==> config.mk <==
export PLATFORM = sky130hd
export DESIGN_NAME = hazard_forward_unit_flat
export DESIGN_NICKNAME = d
export VERILOG_FILES = /design/src/rtl/hazard_forward_if.sv /design/src/rtl/hazard_forward_unit.sv /design/src/flat_wrapper.sv
export SDC_FILE = /design/constraint.sdc
export NUM_CORES = 1
export LEC_CHECK = 0
export ABC_AREA = 1
export CAP_MARGIN = 15
export CELL_PAD_IN_SITES_DETAIL_PLACEMENT = 0
export CELL_PAD_IN_SITES_GLOBAL_PLACEMENT = 1
export CORE_MARGIN = 5
export CORE_UTILIZATION = 34
export DETAILED_ROUTE_END_ITERATION = 12
export PLACE_DENSITY = 0.92
export RECOVER_POWER = 100
export SETUP_SLACK_MARGIN = 0.3
export SYNTH_ARGS = -nofsm -noshare
export SYNTH_HDL_FRONTEND = slang
export SYNTH_SLANG_ARGS = --single-unit
==> constraint.sdc <==
create_clock -name clk -period 2.15 [get_ports clk]
set_clock_uncertainty 0.05 [all_clocks]
set_input_delay 0.3225 -clock clk [delete_from_list [all_inputs] [get_ports clk]]
set_output_delay 0.3225 -clock clk [all_outputs]
set_load 0.01 [all_outputs]
==> src/rtl/hazard_forward_if.sv <==
// Bundle between the ID/EX/MEM/WB pipeline registers and the forwarding/hazard unit.
// The pipeline side is the master; the hazard unit is the slave.
interface hazard_forward_if #(
    parameter int REG_W = 3,
    parameter int CNT_W = 16
) ();
    logic [REG_W-1:0] rs_id;
    logic [REG_W-1:0] rt_id;
    logic [REG_W-1:0] rs_ex;
    logic [REG_W-1:0] rt_ex;
    logic [REG_W-1:0] rd_ex;
    logic             mem_read_ex;
    logic [REG_W-1:0] rd_mm;
    logic             wb_mm;
    logic [REG_W-1:0] rd_wb;
    logic             wb_wb;
    logic             flush;
    logic [1:0]       fwd_r1;
    logic [1:0]       fwd_r2;
    logic             stall;
    logic             bubble_ex;
    logic [CNT_W-1:0] stall_cnt;
    logic [CNT_W-1:0] fwd_cnt;

    modport master (
        output rs_id, rt_id, rs_ex, rt_ex, rd_ex, mem_read_ex,
        output rd_mm, wb_mm, rd_wb, wb_wb, flush,
        input  fwd_r1, fwd_r2, stall, bubble_ex, stall_cnt, fwd_cnt
    );

    modport slave (
        input  rs_id, rt_id, rs_ex, rt_ex, rd_ex, mem_read_ex,
        input  rd_mm, wb_mm, rd_wb, wb_wb, flush,
        output fwd_r1, fwd_r2, stall, bubble_ex, stall_cnt, fwd_cnt
    );
endinterface

==> src/rtl/hazard_forward_unit.sv <==
// EX-stage operand forwarding (MEM over WB) and load-use stall FSM sized to the
// data-memory latency, with saturating stall/forward event counters.
module hazard_forward_unit #(
    parameter int REG_W    = 3,
    parameter int ZERO_REG = 1,
    parameter int LOAD_LAT = 1,
    parameter int CNT_W    = 16
) (
    input  logic             clk,
    input  logic             rst,
    hazard_forward_if.slave  bus
);
    localparam int WC_W = $clog2(LOAD_LAT) + 1;

    localparam logic [0:0] ST_IDLE = 1'b0;
    localparam logic [0:0] ST_WAIT = 1'b1;

    logic [0:0]       state_q, state_d;
    logic [WC_W-1:0]  wcnt_q, wcnt_d;
    logic [CNT_W-1:0] stall_cnt_q, stall_cnt_d;
    logic [CNT_W-1:0] fwd_cnt_q, fwd_cnt_d;

    logic       lu;
    logic       stall_fsm;
    logic       stall_o;
    logic [1:0] fwd_r1, fwd_r2;

    // A write to the hard-wired zero register carries no usable value.
    function automatic logic hit(input logic we, input logic [REG_W-1:0] rd,
                                 input logic [REG_W-1:0] src);
        return we && (rd == src) && !((ZERO_REG != 0) && (rd == '0));
    endfunction

    function automatic logic [1:0] fwd_sel(input logic [REG_W-1:0] src);
        logic [1:0] sel;
        sel = 2'b00;
        if (hit(bus.wb_mm, bus.rd_mm, src))      sel = 2'b10;
        else if (hit(bus.wb_wb, bus.rd_wb, src)) sel = 2'b01;
        return sel;
    endfunction

    always_comb begin
        fwd_r1 = fwd_sel(bus.rs_ex);
        fwd_r2 = fwd_sel(bus.rt_ex);
    end

    always_comb begin
        lu = bus.mem_read_ex
           && ((bus.rd_ex == bus.rs_id) || (bus.rd_ex == bus.rt_id))
           && !((ZERO_REG != 0) && (bus.rd_ex == '0));
    end

    // The IDLE cycle that detects the hazard is the first stall cycle; WAIT
    // supplies the remaining LOAD_LAT-1 cycles.
    always_comb begin
        state_d   = state_q;
        wcnt_d    = wcnt_q;
        stall_fsm = 1'b0;
        if (bus.flush) begin
            state_d = ST_IDLE;
            wcnt_d  = '0;
        end else begin
            case (state_q)
                ST_IDLE: begin
                    stall_fsm = lu;
                    if (lu && (LOAD_LAT > 1)) begin
                        state_d = ST_WAIT;
                        wcnt_d  = WC_W'(LOAD_LAT - 1);
                    end
                end
                ST_WAIT: begin
                    stall_fsm = 1'b1;
                    wcnt_d    = wcnt_q - WC_W'(1);
                    if (wcnt_q == WC_W'(1)) state_d = ST_IDLE;
                end
                default: begin
                    state_d = ST_IDLE;
                    wcnt_d  = '0;
                end
            endcase
        end
    end

    assign stall_o = stall_fsm && !rst;

    always_comb begin
        stall_cnt_d = stall_cnt_q;
        fwd_cnt_d   = fwd_cnt_q;
        if (stall_o && (stall_cnt_q != '1))
            stall_cnt_d = stall_cnt_q + CNT_W'(1);
        if (((fwd_r1 != 2'b00) || (fwd_r2 != 2'b00)) && (fwd_cnt_q != '1))
            fwd_cnt_d = fwd_cnt_q + CNT_W'(1);
    end

    always_ff @(posedge clk) begin
        if (rst) begin
            state_q     <= ST_IDLE;
            wcnt_q      <= '0;
            stall_cnt_q <= '0;
            fwd_cnt_q   <= '0;
        end else begin
            state_q     <= state_d;
            wcnt_q      <= wcnt_d;
            stall_cnt_q <= stall_cnt_d;
            fwd_cnt_q   <= fwd_cnt_d;
        end
    end

    assign bus.fwd_r1    = fwd_r1;
    assign bus.fwd_r2    = fwd_r2;
    assign bus.stall     = stall_o;
    assign bus.bubble_ex = stall_o;
    assign bus.stall_cnt = stall_cnt_q;
    assign bus.fwd_cnt   = fwd_cnt_q;

endmodule

==> src/flat_wrapper.sv <==
// flat-port wrapper written by rule: the top's interface ports become plain ports
module hazard_forward_unit_flat 
#(
    parameter int REG_W    = 3,
    parameter int ZERO_REG = 1,
    parameter int LOAD_LAT = 1,
    parameter int CNT_W    = 16
)
  (clk, rst, bus_rs_id, bus_rt_id, bus_rs_ex, bus_rt_ex, bus_rd_ex, bus_mem_read_ex, bus_rd_mm, bus_wb_mm, bus_rd_wb, bus_wb_wb, bus_flush, bus_fwd_r1, bus_fwd_r2, bus_stall, bus_bubble_ex, bus_stall_cnt, bus_fwd_cnt);
  hazard_forward_if #(.REG_W(REG_W), .CNT_W(CNT_W)) bus_i ();
  input  logic clk;
  input  logic rst;
  input wire logic [$bits(bus_i.rs_id)-1:0] bus_rs_id;
  input wire logic [$bits(bus_i.rt_id)-1:0] bus_rt_id;
  input wire logic [$bits(bus_i.rs_ex)-1:0] bus_rs_ex;
  input wire logic [$bits(bus_i.rt_ex)-1:0] bus_rt_ex;
  input wire logic [$bits(bus_i.rd_ex)-1:0] bus_rd_ex;
  input wire logic [$bits(bus_i.mem_read_ex)-1:0] bus_mem_read_ex;
  input wire logic [$bits(bus_i.rd_mm)-1:0] bus_rd_mm;
  input wire logic [$bits(bus_i.wb_mm)-1:0] bus_wb_mm;
  input wire logic [$bits(bus_i.rd_wb)-1:0] bus_rd_wb;
  input wire logic [$bits(bus_i.wb_wb)-1:0] bus_wb_wb;
  input wire logic [$bits(bus_i.flush)-1:0] bus_flush;
  output wire logic [$bits(bus_i.fwd_r1)-1:0] bus_fwd_r1;
  output wire logic [$bits(bus_i.fwd_r2)-1:0] bus_fwd_r2;
  output wire logic [$bits(bus_i.stall)-1:0] bus_stall;
  output wire logic [$bits(bus_i.bubble_ex)-1:0] bus_bubble_ex;
  output wire logic [$bits(bus_i.stall_cnt)-1:0] bus_stall_cnt;
  output wire logic [$bits(bus_i.fwd_cnt)-1:0] bus_fwd_cnt;
  assign bus_i.rs_id = bus_rs_id;
  assign bus_i.rt_id = bus_rt_id;
  assign bus_i.rs_ex = bus_rs_ex;
  assign bus_i.rt_ex = bus_rt_ex;
  assign bus_i.rd_ex = bus_rd_ex;
  assign bus_i.mem_read_ex = bus_mem_read_ex;
  assign bus_i.rd_mm = bus_rd_mm;
  assign bus_i.wb_mm = bus_wb_mm;
  assign bus_i.rd_wb = bus_rd_wb;
  assign bus_i.wb_wb = bus_wb_wb;
  assign bus_i.flush = bus_flush;
  assign bus_fwd_r1 = bus_i.fwd_r1;
  assign bus_fwd_r2 = bus_i.fwd_r2;
  assign bus_stall = bus_i.stall;
  assign bus_bubble_ex = bus_i.bubble_ex;
  assign bus_stall_cnt = bus_i.stall_cnt;
  assign bus_fwd_cnt = bus_i.fwd_cnt;
  hazard_forward_unit #(.REG_W(REG_W), .ZERO_REG(ZERO_REG), .LOAD_LAT(LOAD_LAT), .CNT_W(CNT_W)) u_core (.clk(clk), .rst(rst), .bus(bus_i));
endmodule
==> results of run 1 <==
==> power by group <==
part / switching, mW / internal, mW
Combinational: 0.145 / 0.117
Clock: 0.269 / 0.465
Sequential: 0.00460 / 0.636
==> cell families after synthesis <==
kind of cell    after synthesis
xor+xnor                     26
flops                        34
simple gates                236
fa+ha+maj                     2
buf+inv                      61
compound gates               33
==> state kept, by name (all words and copies together), names as in the netlist <==
name,flops
u_core.bus.stall_cnt,16
u_core.state_q,1
u_core.bus.fwd_cnt,16
u_core.wcnt_q,1
==> routing by layer <==
layer	global-route usage [%]	part of all wire, %	up-vias	wire [microns]
li1	-	-	1413	-
met1	19.9	45	1228	3090
met2	25.9	47	70	3200
met3	3.79	7.1	5	484
met4	4.69	0.67	0	46
met5	0	0	-	0
==> area by class of cell <==
| class | count | area (sq um) | share of cell area (%) |
|---|---|---|---|
| clock buffers | 5 | 68.8 | 1.96 |
| clock inverters | 3 | 68.8 | 1.96 |
| inverters | 50 | 188 | 5.34 |
| multi-input cells | 299 | 1610 | 45.7 |
| flip-flops and latches | 34 | 683 | 19.4 |
| well taps | 99 | 124 | 3.52 |
| repair buffers | 82 | 777 | 22.1 |
==> repair_timing <==
action | CTS | global route
endpoints found under the setup margin | 35 | 36
pin swaps | 2 | 15
setup buffers | 0 | 1
gates resized for setup | 36 | 29
cloned | 0 | 2
hold buffers | 0 | 0
==> metrics by stage <==
stage	setup TNS (ns)	instance area (sq um)	utilization, %
floorplan	0	2480	-
global placement	-0.894	3300	46.0
detailed placement	-1.18	3300	46.0
CTS	0	3440	47.9
global route	0	3520	49.0
finish	0	3520	49.0
==> layout by cell type, fill, tap and decap left out, drive strengths merged <==
cell,count
nand2,123
inv,50
nor2,46
nand3,36
dfxtp,34
dlygate4sd3,33
a21oi,28
nand4,19
xor2,17
buf,17
dlymetal6s2s,11
nor3,10
clkbuf,10
xnor2,9
dlygate4sd2,8
clkdlybuf4s50,6
o21ai,3
and2,2
ha,2
bufinv,2
clkdlybuf4s25,2
a21boi,1
a31oi,1
nand3b,1
or2,1
clkinv,1
==> worst paths after layout <==
kind                                  end  slack, ns  cells past startpoint
setup / recovery            bus_fwd_r1[0]       0.29                      6
hold / removal              u_core.wcnt_q       0.42                      2
setup reg to reg  u_core.bus.stall_cnt[1]       0.32                     10
hold reg to reg             u_core.wcnt_q       0.42                      2
==> critical path: stages <==
cell,delay (ns)
sky130_fd_sc_hd__clkdlybuf4s50_1,0.48
sky130_fd_sc_hd__clkbuf_1,0.19
sky130_fd_sc_hd__xnor2_2,0.13
sky130_fd_sc_hd__nand3_1,0.10
sky130_fd_sc_hd__nor2_1,0.10
sky130_fd_sc_hd__clkbuf_1,0.17
==> metrics.txt, run 1 <==
# TYPE chip_impl_metric gauge
chip_impl_info{name="run_status",value="complete, no violations"} 1
chip_impl_metric{name="place.gp.congestion",unit=""} 0.883
chip_impl_info{name="yosysMostFrequentCell",value="sky130_fd_sc_hd__nand2_1"} 1
chip_impl_metric{name="post_synth_instance_area",unit="sq mm"} 0.00247
chip_impl_info{name="startpoint_type",value="input port"} 1
chip_impl_metric{name="asyncSetResetFlopFracSynth",unit="%"} 0
chip_impl_metric{name="route.detailed.drc",unit=""} 0
chip_impl_metric{name="timing_worst_slew_pin_value",unit="ns"} 0.415
chip_impl_metric{name="dpl_worst_slack",unit="ns"} -0.248
chip_impl_metric{name="num_vias",unit=""} 2716
chip_impl_metric{name="post-dp-hpwl",unit="mm"} 5.02
chip_impl_metric{name="post_drt_via_cell_ratio",unit=""} 4.75
chip_impl_metric{name="maxSlewViolCount",unit=""} 0
chip_impl_metric{name="num_io_pins",unit=""} 65
chip_impl_metric{name="fillCellCount",unit=""} 747
chip_impl_metric{name="grt_util_all_layers",unit="%"} 15.6
chip_impl_metric{name="detail_route.iter0.violations",unit=""} 93
chip_impl_metric{name="buffer_depth_of_the_longest_clock_path",unit=""} 2
chip_impl_metric{name="max-vdd-ir-drop",unit="mV"} 0.371
chip_impl_metric{name="fmax",unit="MHz"} 538
chip_impl_metric{name="power_density",unit="mW/mm^2"} 465
chip_impl_metric{name="post_synth.cell_area_avg",unit="sq um"} 6.31
chip_impl_metric{name="finalHoldViolCount",unit=""} 0
chip_impl_metric{name="placedCellCount",unit=""} 561
chip_impl_metric{name="crit_path_max_fanout",unit=""} 2
chip_impl_metric{name="pin_count_of_the_biggest_net_entering_global_routing",unit=""} 28
chip_impl_info{name="main_combinational_cell_family_by_area_after_synthesis",value="simple AND/OR/NAND/NOR gates"} 1
chip_impl_metric{name="synth_compound_gate_area_share",unit="%"} 8.34
chip_impl_info{name="synthTopCellsByCount",value="sky130_fd_sc_hd__nand2_1, sky130_fd_sc_hd__inv_1, sky130_fd_sc_hd__nor2_1"} 1
chip_impl_metric{name="number_of_enable_type_register_cells_in_the_synthesized_netlist",unit=""} 0
chip_impl_metric{name="buffer_ports.inserted",unit=""} 64
chip_impl_metric{name="p_leak",unit="nW"} 1.63
chip_impl_metric{name="clock_sink_count",unit=""} 34
chip_impl_metric{name="max_cap_violations",unit=""} 0
chip_impl_metric{name="synth_xor_xnor_area_share",unit="%"} 9.20
chip_impl_metric{name="drt-wirelength-per-cell",unit="microns"} 11.9
chip_impl_metric{name="height_of_the_die",unit="microns"} 95.3
chip_impl_info{name="synth_area_leaders",value="sky130_fd_sc_hd__dfxtp_1, sky130_fd_sc_hd__nand2_1, sky130_fd_sc_hd__inv_1, sky130_fd_sc_hd__nor2_1, sky130_fd_sc_hd__nand3_1"} 1
chip_impl_info{name="grt_setup_unrepaired",value="false"} 1
chip_impl_metric{name="final_setup_violation_count",unit=""} 0
chip_impl_metric{name="timing.max_slew.rel_slack",unit="%"} 72.1
chip_impl_metric{name="clkTransAtPathRegs",unit="ns"} 0.08
chip_impl_metric{name="clock_latency",unit="ns"} 0.29
chip_impl_metric{name="share_of_cells_above_drive_strength_1",unit="%"} 13.7
chip_impl_metric{name="num_antenna_cells",unit=""} 0
chip_impl_metric{name="detail_route.wirelength",unit="mm"} 6.83
chip_impl_metric{name="route.antenna.remaining_nets",unit=""} 0
chip_impl_info{name="critPathCaptureType",value="output port"} 1
chip_impl_metric{name="synth_fp_nets",unit=""} 421
chip_impl_metric{name="worst_ep_arrival_time",unit="ns"} 1.49
chip_impl_info{name="min-delay-path-class",value="reg2reg"} 1
chip_impl_metric{name="nets",unit=""} 501
chip_impl_info{name="worstSetupPathType",value="in2out"} 1
chip_impl_info{name="startpoint",value="bus_rd_wb[2]"} 1
chip_impl_metric{name="first_pass_grt_wire_length",unit="mm"} 11.5
chip_impl_metric{name="std_cell_rows",unit=""} 31
chip_impl_metric{name="total_power",unit="mW"} 1.64
chip_impl_metric{name="period_share",unit="%"} 86.5
chip_impl_metric{name="floorplan.core_area",unit="sq mm"} 0.00718
chip_impl_metric{name="timing.hold.ws",unit="ns"} 0.416
chip_impl_metric{name="layout-area-overhead-vs-synth",unit="%"} 42.1
chip_impl_metric{name="via_count_of_the_first_global_routing_pass",unit=""} 2621
chip_impl_metric{name="grt_antenna_before_repair",unit=""} 0
chip_impl_metric{name="synth.area.mux_share",unit="%"} 0
chip_impl_metric{name="synth_top_area_share",unit="%"} 27.5
chip_impl_metric{name="die_area",unit="sq mm"} 0.00908
chip_impl_metric{name="yosys_warnings",unit=""} 0
chip_impl_metric{name="cts-htree-levels",unit=""} 2
chip_impl_metric{name="cp_data_required_time",unit="ns"} 1.78
chip_impl_metric{name="post_synth_num_cell_types",unit=""} 29
chip_impl_metric{name="initial_utilization",unit="%"} 34.5
chip_impl_metric{name="synth_sequential_area_ratio",unit="%"} 27.5
chip_impl_info{name="critical_path.reg2reg.startpoint",value="u_core.bus.stall_cnt[1]"} 1
chip_impl_metric{name="synthCells",unit=""} 392
chip_impl_metric{name="die_w",unit="microns"} 95.3
chip_impl_info{name="timing.hold.worst.start",value="u_core.wcnt_q"} 1
chip_impl_metric{name="cts_made_buffers",unit=""} 5
chip_impl_info{name="synth_top_cell_by_area",value="sky130_fd_sc_hd__dfxtp_1"} 1
chip_impl_metric{name="synth-adder-area-share",unit="%"} 1.01
chip_impl_info{name="cts_root_buf",value="sky130_fd_sc_hd__clkbuf_8"} 1
chip_impl_metric{name="synth_simple_gate_area_share",unit="%"} 43.4
chip_impl_metric{name="period_needed",unit="ns"} 1.86
chip_impl_metric{name="ys_seq_elements",unit=""} 34
chip_impl_metric{name="finalNonFillerCells",unit=""} 572
chip_impl_metric{name="setup_ws",unit="ns"} 0.290
chip_impl_metric{name="drt_pre_antenna_iters",unit=""} 4
chip_impl_info{name="ys_dominant_reg_cell",value="sky130_fd_sc_hd__dfxtp_1"} 1
chip_impl_metric{name="grt.overflow.total",unit=""} 0
chip_impl_info{name="cts_tree",value="built"} 1
No activity file was read; power rests on OpenSTA's default activity.
==> run 2: changes to the inputs <==
PLACE_DENSITY = not set   (was 0.92)
PLACE_DENSITY_LB_ADDON = 0.05   (was not set)
SLEW_MARGIN = 20   (was not set)
==> metrics.txt, run 2 (synthesis results as in run 1) <==
# TYPE chip_impl_metric gauge
chip_impl_metric{name="timing_worst_slew_pin_value",unit="ns"} 0.373
chip_impl_metric{name="power_density",unit="mW/mm^2"} 431
chip_impl_metric{name="timing.max_slew.rel_slack",unit="%"} 75.2
chip_impl_info{name="worstReg2RegEnd",value="u_core.bus.stall_cnt[8]"} 1
chip_impl_metric{name="cp_data_required_time",unit="ns"} 1.78
chip_impl_metric{name="finalHoldViolCount",unit=""} 0
chip_impl_metric{name="share_of_cells_above_drive_strength_1",unit="%"} 15.6
chip_impl_info{name="cts_root_buf",value="sky130_fd_sc_hd__clkbuf_8"} 1
chip_impl_metric{name="swShare",unit="%"} 25.7
chip_impl_metric{name="setup-tns-final",unit="ns"} 0
chip_impl_metric{name="route.detailed.drc",unit=""} 0
chip_impl_metric{name="maxSlewViolCount",unit=""} 0
chip_impl_metric{name="num_vias",unit=""} 2654
chip_impl_info{name="busiest_grt_layer",value="met2"} 1
chip_impl_metric{name="total_power",unit="mW"} 1.52
chip_impl_info{name="cts_tree",value="built"} 1
chip_impl_metric{name="die_area",unit="sq mm"} 0.00908
chip_impl_metric{name="multi_input_combinational_cell_area",unit="sq mm"} 0.00158
chip_impl_info{name="critical_path.slowest_cell",value="sky130_fd_sc_hd__dlygate4sd3_1"} 1
chip_impl_metric{name="detail_route.iter0.violations",unit=""} 61
chip_impl_info{name="min-delay-path-class",value="reg2reg"} 1
chip_impl_metric{name="clkTransAtPathRegs",unit="ns"} 0.06
chip_impl_metric{name="grt_antenna_before_repair",unit=""} 0
chip_impl_info{name="commonest_non_fill_non_tap_cell_in_the_layout",value="sky130_fd_sc_hd__nand2_1"} 1
chip_impl_metric{name="global_route.usage.met1",unit="%"} 20.2
chip_impl_metric{name="worst_ep_arrival_time",unit="ns"} 1.49
chip_impl_info{name="critPathCaptureType",value="output port"} 1
chip_impl_info{name="startpoint_type",value="input port"} 1
chip_impl_metric{name="period_share",unit="%"} 86.5
chip_impl_info{name="run_status",value="complete, no violations"} 1
chip_impl_metric{name="std_cell_rows",unit=""} 31
chip_impl_metric{name="groute.layer.met3.usage",unit="%"} 3.00
chip_impl_metric{name="drt_pre_antenna_iters",unit=""} 4
chip_impl_metric{name="clock_power_share",unit="%"} 39.8
chip_impl_info{name="largest_delay_share_family_worst_path",value="buffers and inverters"} 1
chip_impl_metric{name="clock_sink_count",unit=""} 34
chip_impl_metric{name="comb_power_share",unit="%"} 17.8
chip_impl_metric{name="route.antenna.remaining_nets",unit=""} 0
chip_impl_info{name="critical_path.reg2reg.startpoint",value="u_core.bus.stall_cnt[0]"} 1
chip_impl_metric{name="post_drt_via_cell_ratio",unit=""} 4.58
chip_impl_metric{name="crit_cells",unit=""} 5
chip_impl_info{name="grt_setup_unrepaired",value="true"} 1
chip_impl_metric{name="num_io_pins",unit=""} 65
chip_impl_info{name="startpoint",value="bus_rt_ex[2]"} 1
chip_impl_metric{name="via_count_of_the_first_global_routing_pass",unit=""} 2463
chip_impl_metric{name="num_antenna_cells",unit=""} 0
chip_impl_metric{name="buffer_ports.inserted",unit=""} 64
chip_impl_metric{name="buf_inv_stages_crit_path",unit=""} 2
chip_impl_metric{name="final_setup_violation_count",unit=""} 0
chip_impl_metric{name="floorplan.core_area",unit="sq mm"} 0.00718
chip_impl_metric{name="cts-htree-levels",unit=""} 2
chip_impl_metric{name="share_seq_of_total_power",unit="%"} 42.3
chip_impl_metric{name="critical-path-max-stage-delay",unit="ns"} 0.59
chip_impl_metric{name="place.gp.congestion",unit=""} 0.776
chip_impl_metric{name="max_cap_violations",unit=""} 0
chip_impl_metric{name="seqCellArea",unit="sq um"} 686
chip_impl_metric{name="drt-wirelength-per-cell",unit="microns"} 11.9
chip_impl_metric{name="buffer_depth_of_the_longest_clock_path",unit=""} 2
chip_impl_metric{name="p_leak",unit="nW"} 1.62
chip_impl_metric{name="clock_latency",unit="ns"} 0.28
chip_impl_metric{name="cts_made_buffers",unit=""} 5
chip_impl_metric{name="crit_path_max_fanout",unit=""} 2
chip_impl_info{name="worst_setup_endpoint",value="bus_fwd_r2[0]"} 1
chip_impl_metric{name="die_w",unit="microns"} 95.3
chip_impl_metric{name="netSwitchingPower",unit="mW"} 0.391
chip_impl_metric{name="post-dp-hpwl",unit="mm"} 5.17
chip_impl_info{name="crit_path_cell_trace",value="dlygate4sd3_1 > xnor2_1 > nand3_1 > nor2_1 > clkbuf_1"} 1
chip_impl_metric{name="first_pass_grt_wire_length",unit="mm"} 11.3
chip_impl_metric{name="grt_util_all_layers",unit="%"} 15.6
chip_impl_metric{name="grt_use_met2",unit="%"} 27.1
chip_impl_metric{name="nets",unit=""} 509
chip_impl_metric{name="max-vdd-ir-drop",unit="mV"} 0.192
chip_impl_metric{name="cell_internal_pwr",unit="mW"} 1.13
chip_impl_metric{name="height_of_the_die",unit="microns"} 95.3
chip_impl_metric{name="initial_utilization",unit="%"} 34.5
chip_impl_metric{name="period_needed",unit="ns"} 1.86
chip_impl_metric{name="detail_route.wirelength",unit="mm"} 6.91
chip_impl_metric{name="depth_of_the_most_critical_reg_to_reg_path",unit=""} 10
chip_impl_metric{name="pin_count_of_the_biggest_net_entering_global_routing",unit=""} 28
chip_impl_metric{name="layout-area-overhead-vs-synth",unit="%"} 42.6
chip_impl_metric{name="fmax",unit="MHz"} 537
chip_impl_metric{name="reg2reg_setup_slack",unit="ns"} 0.36
chip_impl_info{name="worstSetupPathType",value="in2out"} 1
chip_impl_info{name="final_cell_mix",value="sky130_fd_sc_hd__nand2_1, sky130_fd_sc_hd__inv_1, sky130_fd_sc_hd__nor2_1, sky130_fd_sc_hd__dlygate4sd3_1, sky130_fd_sc_hd__nand3_1"} 1
chip_impl_metric{name="grt.overflow.total",unit=""} 0
chip_impl_metric{name="fillCellCount",unit=""} 757
[run 2: worst min-delay path: stages (launching register included)]
cell,delay (ns)
sky130_fd_sc_hd__dfxtp_1,0.31
sky130_fd_sc_hd__nand2_1,0.06
sky130_fd_sc_hd__a21oi_1,0.06
[run 2: power by group through the flow]
stage | sequential, mW | clock, mW | combinational, mW
global placement | 0.655 | 0 | 0.270
detailed placement | 0.655 | 0 | 0.270
CTS | 0.640 | 0.630 | 0.277
floorplan | 0.661 | 0 | 0.134
global route | 0.645 | 0.652 | 0.301
finish | 0.644 | 0.606 | 0.271
[run 2: repair_timing]
action,in CTS,in global routing
setup buffers,0,3
hold buffers,0,0
hold endpoints to repair,0,0
setup endpoints to repair,28,37
gates resized for setup,45,16
gates cloned,1,0
pin swaps,8,12
[run 2: cell type report]
type                            instances  area share [%]
Clock inverter                          1           0.851
Sequential cell                        34            19.4
Tap cell                               99            3.51
Multi-Input combinational cell        298            44.7
Inverter                               50            5.32
Timing Repair Buffer                   91            23.8
Clock buffer                            6            2.34
[run 2: worst min path at each step]
stage          depth (start not counted)  slack (ns)            end           from
2_1_floorplan                          2        0.39  u_core.wcnt_q  u_core.wcnt_q
5_1_grt                                2        0.46  u_core.wcnt_q  u_core.wcnt_q
3_3_place_gp                           2        0.40  u_core.wcnt_q  u_core.wcnt_q
4_1_cts                                2        0.42  u_core.wcnt_q  u_core.wcnt_q
6_report                               2        0.42  u_core.wcnt_q  u_core.wcnt_q
3_5_place_dp                           2        0.41  u_core.wcnt_q  u_core.wcnt_q
[run 2: per-stage QoR]
| step | util, % | worst slack [ns] | hold slack, ns | instance area [sq um] | cells |
|---|---|---|---|---|---|
| after floorplan | - | 0.314 | 0.388 | 2480 | 392 |
| after global placement | 46.9 | -0.211 | 0.398 | 3370 | 568 |
| after detailed placement | 46.9 | -0.245 | 0.407 | 3370 | 568 |
| after CTS | 48.6 | 0.303 | 0.420 | 3480 | 576 |
| after global routing | 49.2 | 0.149 | 0.461 | 3530 | 579 |
| final | 49.2 | 0.289 | 0.416 | 3530 | 579 |
[run 2: layer usage]
| metal | share of wire [%] | up-vias |
|---|---|---|
| li1 | - | 1419 |
| met1 | 46 | 1184 |
| met2 | 49 | 46 |
| met3 | 4.4 | 5 |
| met4 | 0.54 | 0 |
| met5 | 0 | - |
